`config.mk`:
```
export PLATFORM = sky130hd
export DESIGN_NAME = mult_div_ctrl
export DESIGN_NICKNAME = d
export VERILOG_FILES = /design/src/rtl/mult_div_ctrl.sv
export SDC_FILE = /design/constraint.sdc
export NUM_CORES = 1
export LEC_CHECK = 0
export ABC_CLOCK_PERIOD_IN_PS = 13500
export CORE_MARGIN = 5
export CORE_UTILIZATION = 40
export DETAILED_ROUTE_END_ITERATION = 8
export DONT_BUFFER_PORTS = 1
export SLEW_MARGIN = 20
export SYNTH_ARGS = -nofsm -noshare
export SYNTH_HDL_FRONTEND = slang
export SYNTH_SLANG_ARGS = --single-unit
export TNS_END_PERCENT = 20
```
`constraint.sdc`:
```
create_clock -name clk -period 13.5 [get_ports clk]
set_input_delay 1.35 -clock clk [delete_from_list [all_inputs] [get_ports clk]]
set_output_delay 1.35 -clock clk [all_outputs]
set_load 0.01 [all_outputs]
```
`src/rtl/mult_div_ctrl.sv`:
```
// Sequenced HI/LO multiply/divide engine: radix-2 Booth MULT, restoring DIV, one bit per clock.
// Optional MULTDIV_UNSIGNED_EN adds unsigned_op_i for MULTU/DIVU.
module mult_div_ctrl #(
    parameter int WIDTH = 32,
    parameter int CNT_W = 6
) (
    input  logic             clk,
    input  logic             rst,
    input  logic             start_mult_i,
    input  logic             start_div_i,
`ifdef MULTDIV_UNSIGNED_EN
    input  logic             unsigned_op_i,
`endif
    input  logic [WIDTH-1:0] a_i,
    input  logic [WIDTH-1:0] b_i,
    output logic             busy_o,
    output logic             done_o,
    output logic             div_zero_o,
    output logic [WIDTH-1:0] hi_o,
    output logic [WIDTH-1:0] lo_o
);

    typedef enum logic [2:0] {
        S_IDLE,
        S_MULT,
        S_DIV,
        S_DFIX,
        S_DONE
    } state_t;

    state_t             state_q;
    logic [CNT_W-1:0]   cnt_q;
    logic               busy_q;
    logic               done_q;
    logic               dz_q;
    logic [WIDTH-1:0]   hi_q;
    logic [WIDTH-1:0]   lo_q;
    logic               uns_q;

    // Booth datapath; two guard bits keep acc +/- mcand from overflowing for unsigned operands
    logic [WIDTH+1:0]   acc_q;
    logic [WIDTH+1:0]   mcd_q;
    logic [WIDTH-1:0]   mpl_q;
    logic               qm1_q;

    logic [WIDTH-1:0]   rem_q;
    logic [WIDTH-1:0]   quo_q;
    logic [WIDTH-1:0]   dvs_q;
    logic               negq_q;
    logic               negr_q;

    logic               uns_op;
    logic [WIDTH-1:0]   a_mag;
    logic [WIDTH-1:0]   b_mag;
    logic [WIDTH+1:0]   booth_sum;
    logic [WIDTH+1:0]   booth_acc;
    logic [WIDTH-1:0]   booth_mpl;
    logic [WIDTH:0]     div_shift;
    logic               div_ge;
    logic [WIDTH-1:0]   div_rem;
    logic [WIDTH-1:0]   div_quo;

`ifdef MULTDIV_UNSIGNED_EN
    assign uns_op = unsigned_op_i;
`else
    assign uns_op = 1'b0;
`endif

    assign a_mag = (!uns_op && a_i[WIDTH-1]) ? ('0 - a_i) : a_i;
    assign b_mag = (!uns_op && b_i[WIDTH-1]) ? ('0 - b_i) : b_i;

    always_comb begin
        booth_sum = acc_q;
        case ({mpl_q[0], qm1_q})
            2'b01:   booth_sum = acc_q + mcd_q;
            2'b10:   booth_sum = acc_q - mcd_q;
            default: ;
        endcase
        booth_acc = {booth_sum[WIDTH+1], booth_sum[WIDTH+1:1]};
        booth_mpl = {booth_sum[0], mpl_q[WIDTH-1:1]};

        // The true difference is below the divisor, so the low WIDTH bits are exact
        div_shift = {rem_q, quo_q[WIDTH-1]};
        div_ge    = div_shift >= {1'b0, dvs_q};
        div_rem   = div_ge ? (div_shift[WIDTH-1:0] - dvs_q) : div_shift[WIDTH-1:0];
        div_quo   = {quo_q[WIDTH-2:0], div_ge};
    end

    always_ff @(posedge clk or posedge rst) begin
        if (rst) begin
            state_q <= S_IDLE;
            cnt_q   <= '0;
            busy_q  <= 1'b0;
            done_q  <= 1'b0;
            dz_q    <= 1'b0;
            hi_q    <= '0;
            lo_q    <= '0;
            uns_q   <= 1'b0;
            acc_q   <= '0;
            mcd_q   <= '0;
            mpl_q   <= '0;
            qm1_q   <= 1'b0;
            rem_q   <= '0;
            quo_q   <= '0;
            dvs_q   <= '0;
            negq_q  <= 1'b0;
            negr_q  <= 1'b0;
        end else begin
            done_q <= 1'b0;
            dz_q   <= 1'b0;
            case (state_q)
                S_IDLE: begin
                    cnt_q <= '0;
                    if (start_mult_i) begin
                        state_q <= S_MULT;
                        busy_q  <= 1'b1;
                        uns_q   <= uns_op;
                        acc_q   <= '0;
                        mpl_q   <= b_i;
                        qm1_q   <= 1'b0;
                        mcd_q   <= uns_op ? {2'b00, a_i} : {{2{a_i[WIDTH-1]}}, a_i};
                    end else if (start_div_i) begin
                        busy_q <= 1'b1;
                        uns_q  <= uns_op;
                        if (b_i != '0) begin
                            state_q <= S_DIV;
                            rem_q   <= '0;
                            quo_q   <= a_mag;
                            dvs_q   <= b_mag;
                            negq_q  <= !uns_op && (a_i[WIDTH-1] ^ b_i[WIDTH-1]);
                            negr_q  <= !uns_op && a_i[WIDTH-1];
                        end else begin
                            state_q <= S_DONE;
                            done_q  <= 1'b1;
                            dz_q    <= 1'b1;
                        end
                    end
                end
                S_MULT: begin
                    cnt_q <= cnt_q + CNT_W'(1);
                    // Unsigned: final step sees the zero-extension bit, so only an add of mcand<<WIDTH remains
                    if (uns_q && cnt_q == CNT_W'(WIDTH)) begin
                        hi_q    <= acc_q[WIDTH-1:0] + (qm1_q ? mcd_q[WIDTH-1:0] : '0);
                        lo_q    <= mpl_q;
                        state_q <= S_DONE;
                        done_q  <= 1'b1;
                    end else begin
                        acc_q <= booth_acc;
                        mpl_q <= booth_mpl;
                        qm1_q <= mpl_q[0];
                        if (!uns_q && cnt_q == CNT_W'(WIDTH-1)) begin
                            hi_q    <= booth_acc[WIDTH-1:0];
                            lo_q    <= booth_mpl;
                            state_q <= S_DONE;
                            done_q  <= 1'b1;
                        end
                    end
                end
                S_DIV: begin
                    cnt_q <= cnt_q + CNT_W'(1);
                    rem_q <= div_rem;
                    quo_q <= div_quo;
                    if (cnt_q == CNT_W'(WIDTH-1)) begin
                        state_q <= S_DFIX;
                    end
                end
                S_DFIX: begin
                    hi_q    <= negr_q ? ('0 - rem_q) : rem_q;
                    lo_q    <= negq_q ? ('0 - quo_q) : quo_q;
                    state_q <= S_DONE;
                    done_q  <= 1'b1;
                end
                S_DONE: begin
                    state_q <= S_IDLE;
                    busy_q  <= 1'b0;
                end
                default: begin
                    state_q <= S_IDLE;
                    busy_q  <= 1'b0;
                end
            endcase
        end
    end

    assign busy_o     = busy_q;
    assign done_o     = done_q;
    assign div_zero_o = dz_q;
    assign hi_o       = hi_q;
    assign lo_o       = lo_q;

endmodule

```
==> impl_metrics.toml <==
[outcome]
status = "complete, no violations"

[critical_path]
start_kind = "flop"
arrival_ns = 5.29
r2r_slack_ns = 8.65
worstSetupPathType = "flop to flop"
crit_path_end = "acc_q[32]"
reg2reg_depth = 20
rr_startpoint = "mcd_q[0]"
cp_data_required_time_ns = 13.94
endpoint_kind = "flop"
startpoint = "mcd_q[0]"
reg2reg_to = "acc_q[32]"
path_max_fanout = 7

[final_layout]
area_growth_pct = 9.37
fin_nets = 2291
drive_gt1_share_pct = 5.57
fill_cells = 4582

[yosys]
yosys_warnings = 0
synth_compound_area_share_pct = 21.9
synth_seq_cells = 272
synth_seq_area_share_pct = 37.3
synth_cells = 2217
yosys.area.top_type_share_pct = 37.3
ys.flop_type = "dfrtp_1"
synth_fa_ha_area_share_pct = 5.21
synthTopCellsByCount = "nand2_1, dfrtp_1, o21ai_0"
synth_area_leaders = "dfrtp_1, nand2_1, xnor2_1"
postSynthAreaPerCell_um2 = 8.24
synthMuxAreaShare_pct = 2.39
synth_top_family_by_area = "compound AO/OA/AOI/OAI gates"
async_flop_share_pct = 100
synth.most_common_cell = "nand2_1"
synth.cell_area_um2 = 18300
yosys.area_share.simple_pct = 19.9
yosys.area.top_type = "dfrtp_1"
ys_types = 82
synth_fp_nets = 2359
synth-xor-area-share_pct = 9.25
synth_edf_count = 0

[route]
drc = 0
first_iter_violations = 1425
ant_nets = 0
firstDrtPassIters = 5
wirelength_mm = 59.2
vias = 16200
wl_per_cell_um = 21.3
viasPerCell = 5.85

[sta]
finalCriticalPeriod_ns = 4.85
finalSetupTns_ns = 0
fmax_mhz = 206
rsz0062_at_grt = "no"
setup_violations = 0
hold_violations = 0
slew_viol_final = 0
slew_headroom_pct = 27.9
fin_worst_skew_ns = 0.0188
tightest_slew_ns = 1.08
fin_crit_sh_pct = 35.9

[floorplan]
io_pins = 135
dieArea_um2 = 50000
core_area_um2 = 45300
die_height_um = 224
start_util_pct = 40.3
row_count = 78
chipWidth_um = 224

[global_routing]
grt_max_degree = 167
antenna_found_initial = 3
grt_pass1_vias = 15200
grt_usage_pct = 22.9
grt_pass1_wl_mm = 91.0
grt_overflow = 0

[placement]
gp_congestion = 0.921
post-dp-hpwl_mm = 43.4
numPortBuffers = 0

[power_and_ir_drop]
ir_drop_mv = 0.138
seq_power_share_pct = 27.5
p_leak_nw = 8.71
power_w = 0.00639
p_per_area_nw_per_um2 = 320
p_int_w = 0.00331
p_sw_w = 0.00309
p_comb_share_pct = 56.9
netSwitchingFraction_pct = 48.3
power.share.clock_pct = 15.5

[clocking]
h-tree-depth = 2
clk_path_buf_depth = 3
cts_tree = "done"
postCtsHoldBufs = 0
cts.sinks = 272
cts_root_buf = "clkbuf_16"
numCtsBuffers = 34
cts.repair.resized = 0
post_cts_buffers = 0
clk_latency_ns = 0.56
clk_pin_slew_worst_paths_ns = 0.06

[run]
cap_violations = 0

[min_path]
worstHoldPathType = "flop to flop"
## registers in the layout, summed over array words and instances, names as in the netlist
register / count
acc_q: 33
div_zero_o: 1
negq_q: 1
done_o: 1
quo_q: 32
qm1_q: 1
state_q: 3
negr_q: 1
mcd_q: 32
lo_o: 32
hi_o: 32
mpl_q: 32
cnt_q: 6
dvs_q: 32
busy_o: 1
rem_q: 32
## worst max-delay path: stages, from the launching register on
cell and delay, ns:
dfrtp_1 0.40, inv_1 0.08, ha_1 0.20, nand2_1 0.06, nor3_1 0.20, nand2b_1 0.13, or3_1 0.38, nor4_2 0.52
nand2_1 0.11, nor2_1 0.21, a21oi_1 0.12, xnor2_1 0.15, ha_1 0.34, a21o_1 0.20, a21oi_1 0.13, o21ai_0 0.12
or3_1 0.33, a211oi_1 0.30, nor3_1 0.10, or4b_1 0.52, mux2i_1 0.14
## worst min path at each step
| stage | cells past startpoint | from | slack [ns] | to |
|---|---|---|---|---|
| 2_1_floorplan | 2 | dvs_q[0] | 0.45 | dvs_q[0] |
| 3_3_place_gp | 2 | dvs_q[27] | 0.47 | dvs_q[27] |
| 3_5_place_dp | 2 | dvs_q[29] | 0.48 | dvs_q[29] |
| 4_1_cts | 2 | dvs_q[29] | 0.49 | dvs_q[29] |
| 5_1_grt | 2 | dvs_q[29] | 0.51 | dvs_q[29] |
| 6_report | 2 | dvs_q[29] | 0.49 | dvs_q[29] |
## through the flow
step	setup slack (ns)	utilization [%]	instances	cell area [um^2]	hold slack (ns)
2_1_floorplan	4.65	-	2217	18300	0.454
3_3_place_gp	8.41	41.4	2713	18800	0.471
3_5_place_dp	8.33	41.4	2713	18800	0.476
4_1_cts	8.34	44.1	2773	20000	0.490
5_1_grt	8.17	44.1	2773	20000	0.511
6_report	8.65	44.1	2774	20000	0.488
## cells by family (layout without fill, tap and decap cells)
family / Yosys count / after routing
compound gates: 648 / 648
buf+inv: 192 / 148
simple gates: 794 / 794
mux: 43 / 43
xor+xnor: 193 / 193
fa+ha+maj: 75 / 75
flops: 272 / 272
other cells: 0 / 1
## cell usage in the layout (no fill, tap or decap), drive strengths merged, types with 10 or more instances in the layout
cell and n:
clkbuf 41, nor2 161, inv 73, a21o 28, ha 72, buf 16, nor2b 13, or2 10
nand2b 16, nand4 11, and2 10, nand3 72, a21oi 135, and3 16, o31ai 39, xnor2 116
mux2i 41, xor2 77, o211ai 15, nand2 376, a31oi 52, nor3 24, o21ai 232, nor4 13
a22oi 32, or4 14, or3 39, o41ai 13, a211oi 19, dfrtp 272
## final cells by class
cell class	instances	area (um^2)	area share [%]
Timing Repair Buffer	16	133	0.664
Clock buffer	41	907	4.54
Sequential cell	272	6810	34.1
Multi-Input combinational cell	1753	10800	54.1
Clock inverter	19	298	1.49
Antenna cell	1	2.50	0.0125
Tap cell	600	751	3.76
Inverter	72	278	1.39
## per-layer routing
metal,GRT usage (%),share of wire [%],vias to the layer above
li1,-,-,7752
met5,0,0.014,-
met2,36.2,45,483
met3,5.14,6.8,114
met4,7.77,3.6,2
met1,31.3,45,7889
## power by group through the flow
| stage | sequential [W] | clock, W | combinational [W] |
|---|---|---|---|
| finish | 0.00176 | 0.000994 | 0.00364 |
| global route | 0.00181 | 0.00105 | 0.00407 |
| CTS | 0.00176 | 0.00101 | 0.00362 |
| detailed placement | 0.00177 | 0 | 0.00359 |
| global placement | 0.00176 | 0 | 0.00355 |
| floorplan | 0.00154 | 0 | 0.00287 |
Note: power is estimated with default switching activity, not from simulation.
